--- src/rtl/serial_adder_ctrl.sv ---
// Bit-serial adder: one full-adder cell time-shared over WIDTH cycles.
// Optional signed-overflow output enabled by SERIAL_ADD_OVF_EN.
module serial_adder_ctrl #(
  parameter int WIDTH = 8
) (
  input  logic             clk,
  input  logic             rst,
  input  logic             in_valid,
  output logic             in_ready,
  input  logic [WIDTH-1:0] a,
  input  logic [WIDTH-1:0] b,
  input  logic             cin,
  output logic             out_valid,
  input  logic             out_ready,
  output logic [WIDTH-1:0] sum,
  output logic             cout,
  output logic             ovf,
  output logic             busy
);

  localparam int CW = (WIDTH > 1) ? $clog2(WIDTH) : 1;

  typedef enum logic [1:0] {
    IDLE,
    RUN,
    DONE
  } state_t;

  state_t           state;
  state_t           state_nxt;
  logic [WIDTH-1:0] areg;
  logic [WIDTH-1:0] breg;
  logic [WIDTH-1:0] res;
  logic [WIDTH-1:0] res_nxt;
  logic [CW-1:0]    cnt;
  logic             carry;
  logic             p;
  logic             g;
  logic             s;
  logic             c;
  logic             last;
  logic             accept;

  assign p      = areg[0] ^ breg[0];
  assign g      = areg[0] & breg[0];
  assign s      = p ^ carry;
  assign c      = g | (p & carry);
  assign last   = (cnt == CW'(WIDTH - 1));
  assign accept = in_valid && in_ready;

  // New sum bit enters at the MSB; after WIDTH shifts bit 0 sits at the LSB.
  always_comb begin
    res_nxt            = res >> 1;
    res_nxt[WIDTH-1]   = s;
  end

  always_comb begin
    state_nxt = state;
    unique case (state)
      IDLE: if (accept) state_nxt = RUN;
      RUN:  if (last) state_nxt = DONE;
      DONE: if (out_ready) state_nxt = IDLE;
      default: state_nxt = IDLE;
    endcase
  end

`ifdef SERIAL_ADD_OVF_EN
  logic ovf_q;
  assign ovf = ovf_q;
`else
  assign ovf = 1'b0;
`endif

  always_ff @(posedge clk) begin
    if (rst) begin
      state     <= IDLE;
      in_ready  <= 1'b0;
      out_valid <= 1'b0;
      busy      <= 1'b0;
      areg      <= '0;
      breg      <= '0;
      res       <= '0;
      cnt       <= '0;
      carry     <= 1'b0;
      sum       <= '0;
      cout      <= 1'b0;
`ifdef SERIAL_ADD_OVF_EN
      ovf_q     <= 1'b0;
`endif
    end else begin
      state     <= state_nxt;
      in_ready  <= (state_nxt == IDLE);
      out_valid <= (state_nxt == DONE);
      busy      <= (state_nxt != IDLE);
      unique case (state)
        IDLE: begin
          if (accept) begin
            areg  <= a;
            breg  <= b;
            carry <= cin;
            cnt   <= '0;
          end
        end
        RUN: begin
          areg  <= areg >> 1;
          breg  <= breg >> 1;
          res   <= res_nxt;
          carry <= c;
          cnt   <= cnt + 1'b1;
          if (last) begin
            sum   <= res_nxt;
            cout  <= c;
`ifdef SERIAL_ADD_OVF_EN
            // Old carry is the carry into the MSB.
            ovf_q <= carry ^ c;
`endif
          end
        end
        DONE: begin
        end
        default: begin
        end
      endcase
    end
  end

endmodule

--- config.mk ---
export PLATFORM = sky130hd
export DESIGN_NAME = serial_adder_ctrl
export DESIGN_NICKNAME = d
export VERILOG_FILES = /design/src/rtl/serial_adder_ctrl.sv
export SDC_FILE = /design/constraint.sdc
export NUM_CORES = 1
export LEC_CHECK = 0
export BUFFER_PORTS_ARGS = -buffer_cell sky130_fd_sc_hd__buf_2
export CORE_MARGIN = 2
export CORE_UTILIZATION = 54
export DETAILED_ROUTE_END_ITERATION = 6
export GPL_ROUTABILITY_DRIVEN = 0
export PLACE_DENSITY = 0.83
export SETUP_SLACK_MARGIN = 0.3
export SLEW_MARGIN = 20
export SYNTH_ARGS = -nofsm -noshare
export SYNTH_HDL_FRONTEND = slang
export SYNTH_SLANG_ARGS = --single-unit
--- constraint.sdc ---
create_clock -name clk -period 1.6 [get_ports clk]
set_input_delay 0.4 -clock clk [delete_from_list [all_inputs] [get_ports clk]]
set_output_delay 0.4 -clock clk [all_outputs]
set_load 0.005 [all_outputs]
==> results list, run 1 <==
* Result of the run: finished, final reports clean
* XOR/XNOR share of the synthesized area: 0%
- At the later pin of the worst-skew pair, clock insertion delay measures 0.36 ns.
- For the worst setup path, the data required time is 1.88 ns.
- The first detailed-routing pass ran for 4 iterations.
- Slowest cell delay on critical path: around 0.4 ns
- Cells along the critical path: nor4bb_4, buf_6, nor3_1, a311oi_2
- The synthesized netlist devotes 17.2% of its cell area to compound gates.
- The sequential cells in the finished layout cover a total of 827 sq um.
- The cell sitting at the root of the clock tree is a clkbuf_4.
* Combinational family with the most area after synthesis: simple AND/OR/NAND/NOR gates
- Clock transition at the registers of the reported paths: 0.12 ns
- For this design, the sink count on the clock tree is 41.
- Layout Nets: 260
- Top-level port count: 34
- The core region is 3080 sq um.
- Filler cell count in the final layout: approximately 250
* Layout cells sized above 1: roughly 32%
* Number of distinct standard cells referenced by the synthesized netlist: 25
- Setup repair after global routing could not meet its margin everywhere.
- CTS tree: yes
- For this configuration, the core starts out at a cell density of 57.2%.
- Min Tclk post-route: 1.36 ns
- Area of the die: around 3700 sq um
* Number of vias per cell: approximately 5.4
- STA classifies the critical path startpoint as a flip-flop.
- Type of the worst setup path: flip-flop to flip-flop
- Area delta synth->final: 19.6%
* Kind of cell adding the most delay to the critical path: simple AND/OR/NAND/NOR gates
- In this run the mean area of a mapped cell was 8.67 sq um.
- Once detail routing completed, the nets flagged for antenna violations numbered 0.
- Setup Total Neg Slack: 0 ns
* Remaining routing DRC violations: 0
* Overall via count from detail_route: roughly 1500
- The analysis attributes to cell leakage a power of 0.818 nW.
* Area used by multi-input combinational logic: roughly 850 sq um
* Slowest stage cell, crit path: nor4bb_4
- Synthesized instance count: 203
- Setup violations remaining at the end of the flow were counted as 0.
* Initial antenna violation count: 0
- Post-Syn Nets: 227
* Clk buf depth: 2
- Routed wire per std cell: 13.3 um
- Crit-path max FO: 8
* Worst IR Drop VDD: 0.000590 V
- 0 antenna diodes ended up in the layout.
- Overall global routing resource usage: 21.8%
- Global-route wire length before repair: 5970 um
- Final Max Slew Viols: 0
- The worst setup path is captured at a flip-flop.
- Multiplexer fraction of the synthesized cell area: 0%
- Max Cap Viol: 0
* Total wire length: 3730 um
- Number of rows in the core area: 20
* GR Overflow Total: 0
- Pin count of the biggest net entering global routing: 30
- Cell Area, Synth: 1760 sq um
* Post-placement cell count: around 270
- PortBufs: 32
* Post-route clock skew: 0.00227 ns
* Arithmetic-cell share of the synthesized area counting full adders, half adders and majority gates: 2.56%
- Peak clock frequency supported by timing: between 0.7 and 0.8 GHz
- The final critical path takes up between 80% and 90% of the cycle.
- Die X: 61.1 um
- The number of buffers and inverters on the critical path is 1.
- Post-CTS Hold Buffers: 0
* Detailed placer's ending HPWL: 2250 um
* Floorplan die height: 61.1 um
- Number of synthesized register bits: a little over 40
* Number of CTS-inserted buffers: 5
- Yosys printed 0 warnings.
- Pwr Density: 939 nW/um^2
- Vias in the first global route: 1389
- For the worst setup path, the data arrival time is 1.64 ns.
- Post-layout instance count excluding filler cells: 281
- Drt initial violations: 69
- Simple-gate portion of the synthesized area: 25.0%
* Fin. Hold Viols: 0
- Tightest Hold Check Type: input port to flip-flop
* Post-synthesis sequential area ratio: 46.7%
* # H-tree levels: 2
where the power goes:
group	switching [mW]	total, mW	internal, mW
registers	0.0389	1.12	1.08
logic	0.190	0.355	0.164
clock network	0.335	0.503	0.167
area by class of cell:
type / instances / area share [%]
Clock buffer: 6 / 1.96
Sequential cell: 41 / 39.3
Timing Repair Buffer: 47 / 15.5
Multi-Input combinational cell: 141 / 40.2
Tap cell: 44 / 2.62
Clock inverter: 2 / 0.476
per-stage QoR:
step / util [%] / hold WS (ns) / setup slack [ns] / total power [mW] / instance area, sq um
floorplan: - / 0.437 / 0.308 / 1.39 / 1760
global placement: 62.7 / 0.440 / 0.250 / 1.44 / 1930
detailed placement: 62.7 / 0.446 / 0.187 / 1.45 / 1930
CTS: 65.7 / 0.256 / 0.271 / 1.95 / 2020
global route: 68.4 / 0.266 / 0.182 / 2.07 / 2100
finish: 68.4 / 0.270 / 0.237 / 1.98 / 2100
layout by cell type, fill, tap and decap left out, drive strengths merged:
cell type  netlist  final
nor3b            1      1
nor2             2      2
dfxtp           41     41
nand3b           1      1
nand2           59     59
a211oi           1      1
fa               1      1
buf             15     47
nand3           14     14
nor4bb           1      1
clkbuf           6      6
nor3            15     15
clkinv           0      2
ha               2      2
nand2b           2      2
conb             1      1
a21oi           24     24
a311oi          15     15
and2b            1      1
nand4bb          1      1
synth_stat cells (all sizes together):
cell | instances | area share, %
conb | 1 | 0.21
a311oi | 15 | 10
clkbuf | 6 | 1.3
nand2b | 2 | 0.71
nand2 | 59 | 13
a21oi | 24 | 6.8
nor3b | 1 | 0.43
dfxtp | 41 | 47
nand4bb | 1 | 0.64
buf | 15 | 7.1
nor4bb | 1 | 0.57
nor2 | 2 | 0.43
fa | 1 | 1.1
and2b | 1 | 0.50
ha | 2 | 1.4
a211oi | 1 | 0.43
nand3 | 14 | 4.0
nand3b | 1 | 0.43
nor3 | 15 | 4.3
repair_timing:
action                                  CTS  global route
endpoints found under the setup margin   28            25
gates cloned                              0             2
resized for setup                         3            21
hold endpoints to repair                  0             0
pin swaps                                 0            16
setup buffers                             5             0
worst min-delay path: stages:
cell,delay [ns]
buf_2,0.09
nand2_1,0.04
a21oi_1,0.05
registers in the layout (all words and copies together), names as in the netlist:
name	flops
areg	8
breg	8
busy	1
carry	1
cnt	3
cout	1
in_ready	1
out_valid	1
res	7
state	2
sum	8
layer usage:
layer | vias up | GRT usage [%] | wire length [um] | share of wire (%)
li1 | 769 | - | - | -
met1 | 711 | 26.8 | 1710 | 46
met2 | 42 | 35.1 | 1740 | 47
met3 | 6 | 7.14 | 224 | 6.0
met4 | 0 | 9.01 | 55 | 1.5
met5 | - | 0 | 0 | 0
cells by family after synthesis:
group | after synthesis
and+or+nand+nor | 97
DFF | 41
AOI/OAI and AO/OA | 40
buffers and inverters | 21
adders and majority gates | 3
other | 1
path summary, 6_finish.rpt:
| check | startpoint | to | slack (ns) | cells after the start |
|---|---|---|---|---|
| max | state[1] | areg[3] | 0.24 | 4 |
| min | a[7] | areg[7] | 0.27 | 3 |
| max reg2reg | state[1] | areg[3] | 0.24 | 4 |
| min reg2reg | sum[6] | sum[6] | 0.46 | 2 |
Note: power is estimated with default switching activity, not from simulation.
==> run 2, diff against run 1 <==
--- a/config.mk
+++ b/config.mk
@@ -7,10 +7,10 @@
 export LEC_CHECK = 0
 export BUFFER_PORTS_ARGS = -buffer_cell sky130_fd_sc_hd__buf_2
 export CORE_MARGIN = 2
-export CORE_UTILIZATION = 54
+export CORE_UTILIZATION = 43
 export DETAILED_ROUTE_END_ITERATION = 6
 export GPL_ROUTABILITY_DRIVEN = 0
-export PLACE_DENSITY = 0.83
+export PLACE_DENSITY = 0.7
 export SETUP_SLACK_MARGIN = 0.3
 export SLEW_MARGIN = 20
 export SYNTH_ARGS = -nofsm -noshare
==> run 2 against run 1 <==
  * Hold slack improved by 0.079 ns
  * Sequential share of layout area increased by 0.19 points
  * Global-route usage decreased by 5.1 points
  * Largest cell class unchanged
  * Largest power group unchanged
==> results list, run 2 (synthesis results as in run 1) <==
- Top flop regs: areg: 8 flops, breg: 8 flops, sum: 8 flops
- Crit-path max FO: 8 (unchanged)
- Initial antenna violation count: 0 (unchanged)
- The number of global-route vias before repair is 1297 (-6.6%).
- The largest net degree at the start of global routing came to 25 (-17%).
- Placeable core region: 3970 sq um (+29%)
- The routed via count divided by cell count came to 5.20 (-4.3%).
- The power share of the sequential group was 53.3% (-3.3 points).
- Among cell families on the critical path, the largest total delay comes from flip-flops.
* Clk buf depth: 2 (unchanged)
- The setup violation total in the final timing report was 0 (unchanged).
- The post-route fraction of the period consumed by the critical path is 81.2% (-4.0 points).
* Tightest Hold Check Type: input port to flip-flop
- The diode insertion count for antenna repair was 0 (unchanged).
- The number of placement rows came to 23 (+15%).
- The routed via count was 1488 (-2.6%).
- Category of the worst setup path launch point: flip-flop
* Data arrival at the endpoint of the critical path: 1.50 ns (-0.14 ns)
- The first-pass GRT wire length was 5680 um (-4.9%).
- Setup repair after global routing could not meet its margin everywhere.
* Post-route clock skew: 0.00513 ns (+0.00286 ns)
- Post-CTS Hold Buffers: 0 (unchanged)
- The half-perimeter wire length of the detailed placement result came to 2330 um (+3.5%).
* Initial Util: 44.3% (-13 points)
- Filler cell count in the final layout: 406 (+60%)
- Layout cells sized above 1: 30.1% (-2.0 points)
- Area of the die: 4620 sq um (+24%)
- Type of the worst setup path: flip-flop to flip-flop
- Relative to the synthesized area, the layout overhead comes to 19.1%.
* Switching power total: 0.563 mW (-0.12%)
* Max Cap Viol: 0 (unchanged)
- Slowest stage cell, crit path: dfxtp_4
* Number of sinks handled by clock tree synthesis: 41 (unchanged)
* Commonest cells after routing, fill and taps aside: 57 x nand2_1, 38 x dfxtp_1, 32 x buf_2
- Worst IR Drop VDD: 0.000481 V (-19%)
* GR Overflow Total: 0 (unchanged)
- Overall global routing resource usage: 16.6% (-5.1 points)
- Clock transition at the registers of the reported paths: 0.08 ns (-0.04 ns)
- Result of the run: finished, final reports clean
* Worst setup EP type: flip-flop
- The clock network fraction of total power is 30.5% (+5.1 points).
- The final number of max-transition violations was 0 (unchanged).
- Slowest cell delay on critical path: 0.37 ns (-0.04 ns)
- Routed wire per std cell: 12.5 um (-5.9%)
- Cells along the critical path: nor4bb_4, buf_4, buf_8, nor2_1, a211oi_1
* Fin. Hold Viols: 0 (unchanged)
* Endpoint required time on the critical path: 1.80 ns (-0.08 ns)
* Net switching share of the total power: 26.8% (-1.7 points)
* Number of CTS-inserted buffers: 5 (unchanged)
* Remaining routing DRC violations: 0 (unchanged)
- The number of optimization iterations in the first detailed-route pass is 4 (unchanged).
- PortBufs: 32 (unchanged)
* Drt initial violations: 114 (+65%)
* Design internal power: 1.54 mW (+8.8%)
- The leakage power came to 0.815 nW (-0.38%).
- The maximum level of the CTS H-tree was 2 (unchanged).
- Part of the power in combinational logic: 16.2% (-1.7 points)
* CTS tree: yes
- The chip height was 68.0 um (+11%).
- The aggregate negative setup slack is 0 ns (unchanged).
* Total wire length: 3580 um (-4.2%)
- Peak clock frequency supported by timing: 0.770 GHz (+4.9%)
- Layout Nets: 259 (-0.38%)
* Most common cell after layout, fill and taps aside: nand2_1
- Count of buffer and inverter cells on the critical path: 2 (+1)
* Core utilization of the finished layout: 52.7% (-16 points)
* Min Tclk post-route: 1.30 ns (-0.0641 ns)
- Clock latency reported for the late side of the worst-skew pair: 0.29 ns (-0.07 ns)
- The number of nets still failing antenna checks after routing is 0 (unchanged).
* Top-level port count: 34 (unchanged)
- Pwr Density: 1000 nW/um^2 (+6.7%)
- Cell at the root of the clock tree: clkbuf_8
- The overall die width is 68.0 um (+11%).
[run 2: changes by cell type in the layout (fill, tap and decap cells not counted), sizes merged]
cell,before,now
buf,47,46
[run 2: repair_timing]
item	4_1_cts	5_1_grt
buffers inserted	3	0
cloned	1	0
resized for setup	8	12
pin swaps	0	10
setup endpoints to repair	27	30
[run 2: metrics by stage]
stage               power, mW  area [sq um]  setup WS (ns)  hold WS [ns]  cells
floorplan                1.39          1760          0.308         0.437    203
global placement         1.44          1920          0.265         0.441    274
detailed placement       1.45          1920          0.216         0.447    274
CTS                      2.10          2040          0.289         0.339    286
global route             2.18          2090          0.222         0.365    286
finish                   2.10          2090          0.301         0.350    286
[run 2: per-layer routing]
metal  global-route usage [%]  vias to the layer above  part of all wire (%)
met2                     26.2                       31                    47
met3                     3.95                        5                   4.6
met4                     7.75                        0                   1.0
met1                     21.4                      689                    48
met5                        0                        -                     0
li1                         -                      763                     -
[run 2: power by group through the flow]
| stage | Combinational, mW | Sequential, mW | Clock [mW] |
|---|---|---|---|
| final | 0.341 | 1.12 | 0.640 |
| after global routing | 0.375 | 1.13 | 0.678 |
| after CTS | 0.323 | 1.12 | 0.658 |
| after detailed placement | 0.308 | 1.14 | 0 |
| after global placement | 0.301 | 1.14 | 0 |
| after floorplan | 0.253 | 1.13 | 0 |
[run 2: tightest hold or removal path, cell delays in order]
cell and delay [ns]:
buf_2 0.10, nand2_1 0.05, a21oi_1 0.05
[run 2: path summary, 6_finish.rpt]
path / start / end / slack (ns) / cells past startpoint
worst max-delay path: state[0] / state[0] / 0.30 / 5
worst min-delay path: b[7] / breg[7] / 0.35 / 3
worst max register to register: state[0] / state[0] / 0.30 / 5
worst min register to register: cout / cout / 0.45 / 2
[run 2: layout make-up]
class / instances / area, sq um / area share (%)
Sequential cell: 41 / 827 / 39.5
Multi-Input combinational cell: 141 / 835 / 39.8
Tap cell: 50 / 62.6 / 2.99
Clock buffer: 6 / 72.6 / 3.46
Clock inverter: 2 / 10.0 / 0.478
Timing Repair Buffer: 46 / 288 / 13.7
==> run 3, diff against run 2 <==
==> constraint.sdc (replaced) <==
create_clock -name clk -period 1.2 [get_ports clk]
set_input_delay 0.3 -clock clk [delete_from_list [all_inputs] [get_ports clk]]
set_output_delay 0.3 -clock clk [all_outputs]
set_load 0.005 [all_outputs]
==> run 3 against run 2 <==
  * The run now ends with negative setup slack left
  * Clock power increased by 36%
  * Combinational power increased by 110%
  * Final cell count increased by 4.9%
  * Global-route usage increased by 2.6 points
  * Non-clock buffer count increased by 13
  * Hold slack got worse by 0.085 ns
  * Critical endpoint is now sum[1]
  * Largest cell class unchanged
==> results list, run 3 (synthesis results as in run 1) <==
- Final Max Slew Viols: 0 (unchanged)
- The number of placement rows came to 23 (unchanged).
- Endpoint required time on the critical path: 1.42 ns (-0.38 ns)
- The setup violation total in the final timing report came to 37 (+37).
* Clock transition at the registers of the reported paths: 0.07 ns (about the same)
- Most common cell after layout, fill and taps aside: nand2_1
- The total core area came to 3970 sq um (unchanged).
- The final hold slack came to 0.265 ns (-0.0847 ns).
- The share of cells above drive strength 1 came to 50.4% (+20 points).
- Core utilization of the finished layout: 66.9% (+14 points)
* Data arrival at the endpoint of the critical path: 1.56 ns (+0.06 ns)
- The checks that failed: negative setup slack.
* Tightest Hold Check Type: input port to flip-flop
- The post-detailed-route DRC marker count came to 0 (unchanged).
* Overall global routing resource usage: 19.2% (+2.6 points)
* WL met3: 190 um (+15%)
- STA classifies the critical path startpoint as a flip-flop.
- TritonCTS built the clock tree.
* Number of vias per cell: 5.39 (+3.7%)
* Leakage Power: 1.00 nW (+23%)
- The met1 wire length is 2030 um (+19%).
- Pin count of the biggest net entering global routing: 42 (+68%)
- The area growth from synthesis to layout is 50.9%.
* Post-route clock skew: 0.00531 ns (+0.000185 ns)
- The number of nets still failing antenna checks after routing was 0 (unchanged).
- Crit-path max FO: 6 (-2)
- Number of CTS-inserted buffers: 5 (unchanged)
- The final routed wirelength across all metal layers is 4640 um (+30%).
- GR Overflow Total: 0 (unchanged)
- Commonest cells after routing, fill and taps aside: 53 x nand2_1, 26 x dfxtp_1, 24 x buf_2
* Peak clock frequency supported by timing: 0.747 GHz (-3.0%)
* Die X: 68.0 um (unchanged)
- Min Tclk post-route: 1.34 ns (+0.0399 ns)
* Cell at the root of the clock tree: clkbuf_8
* Period Utilization, post-route: 112% (+30 points)
- The number of optimization iterations in the first detailed-route pass is 4 (unchanged).
- Setup repair after global routing could not meet its margin everywhere.
- Type of the worst setup path: flip-flop to flip-flop
* Worst setup EP type: flip-flop
- Top layer used by detailed routing: met4
- The minimum setup slack after placement is -0.116 ns (-0.332 ns).
* Top-level port count: 34 (unchanged)
- Clk buf depth: 2 (unchanged)
- The number of antenna violations at the first check in global routing was 0 (unchanged).
- Clock latency reported for the late side of the worst-skew pair: 0.29 ns (about the same)
* Floorplan die height: 68.0 um (unchanged)
- The met2 wire length was 2310 um (+38%).
* PortBufs: 32 (unchanged)
- The routed via count was 1618 (+8.7%).
- Final setup margin: -0.139 ns (-0.440 ns)
* Layout Nets: 273 (+5.4%)
* Diode insertion count for antenna repair: 0 (unchanged)
- The half-perimeter wire length of the detailed placement result came to 2350 um (+0.73%).
- The maximum level of the CTS H-tree came to 2 (unchanged).
- Result of the run: finished, violations left
* Initial Util: 44.3% (unchanged)
- Global-route wire length before repair: 6490 um (+14%)
- The number of global-route vias before repair came to 1432 (+10%).
- Fin. Hold Viols: 0 (unchanged)
* Max Cap Viol: 0 (unchanged)
* Routed wire per std cell: 15.5 um (+24%)
* Top flop regs: areg: 8 flops, breg: 8 flops, sum: 8 flops
- Area of the die: 4620 sq um (unchanged)
- Drt initial violations: 111 (-2.6%)
- The maximum vdd drop came to 0.000711 V (+48%).
* Pwr Density: 1160 nW/um^2 (+16%)
- Number of sinks handled by clock tree synthesis: 41 (unchanged)
-- run 3: layer usage --
metal	GRT usage (%)	vias up
met2	31.3	39
li1	-	792
met3	5.10	9
met5	0	-
met1	23.5	778
met4	9.25	0
-- run 3: final cells by class --
cell class	count	area (sq um)
Fill cell	296	1320
Multi-Input combinational cell	142	1040
Sequential cell	41	845
Timing Repair Buffer	59	628
Clock buffer	8	80.1
Tap cell	50	62.6
-- run 3: critical path, stage by stage (launching register included) --
cell and delay (ns):
dfxtp_4 0.37, buf_6 0.11, and2b_4 0.25, buf_4 0.17
clkbuf_16 0.14, nand3_2 0.06, a21oi_1 0.16
-- run 3: timing repair --
action | CTS | global route
endpoints found under the setup margin | 53 | 53
resized for setup | 29 | 35
hold buffers | 0 | 0
gates cloned | 4 | 4
pin swaps | 9 | 14
setup buffers | 4 | 5
hold endpoints to repair | 0 | 0
-- run 3: through the flow --
| step | std cells | power (mW) | area, sq um | setup TNS [ns] |
|---|---|---|---|---|
| after floorplan | 203 | 1.89 | 1880 | 0 |
| after global placement | 275 | 1.98 | 2070 | -0.711 |
| after detailed placement | 275 | 1.99 | 2070 | -1.21 |
| after CTS | 291 | 2.96 | 2360 | -1.05 |
| after global routing | 300 | 3.20 | 2660 | -5.35 |
| final | 300 | 3.08 | 2660 | -2.82 |
-- run 3: power breakdown --
part | total [mW] | switching (mW) | internal [mW] | leakage, nW
sequential | 1.51 | 0.0655 | 1.44 | 0.342
clock | 0.869 | 0.456 | 0.413 | 0.0395
combinational | 0.707 | 0.337 | 0.370 | 0.623
total | 3.08 | 0.858 | 2.23 | 1.00
-- run 3: worst paths after layout --
kind | cells after the start | endpoint | slack [ns] | startpoint
worst max-delay path | 6 | sum[1] | -0.14 | state[0]
worst min-delay path | 3 | breg[7] | 0.27 | b[7]
worst max register to register | 6 | sum[1] | -0.14 | state[0]
worst min register to register | 2 | sum[2] | 0.46 | sum[2]
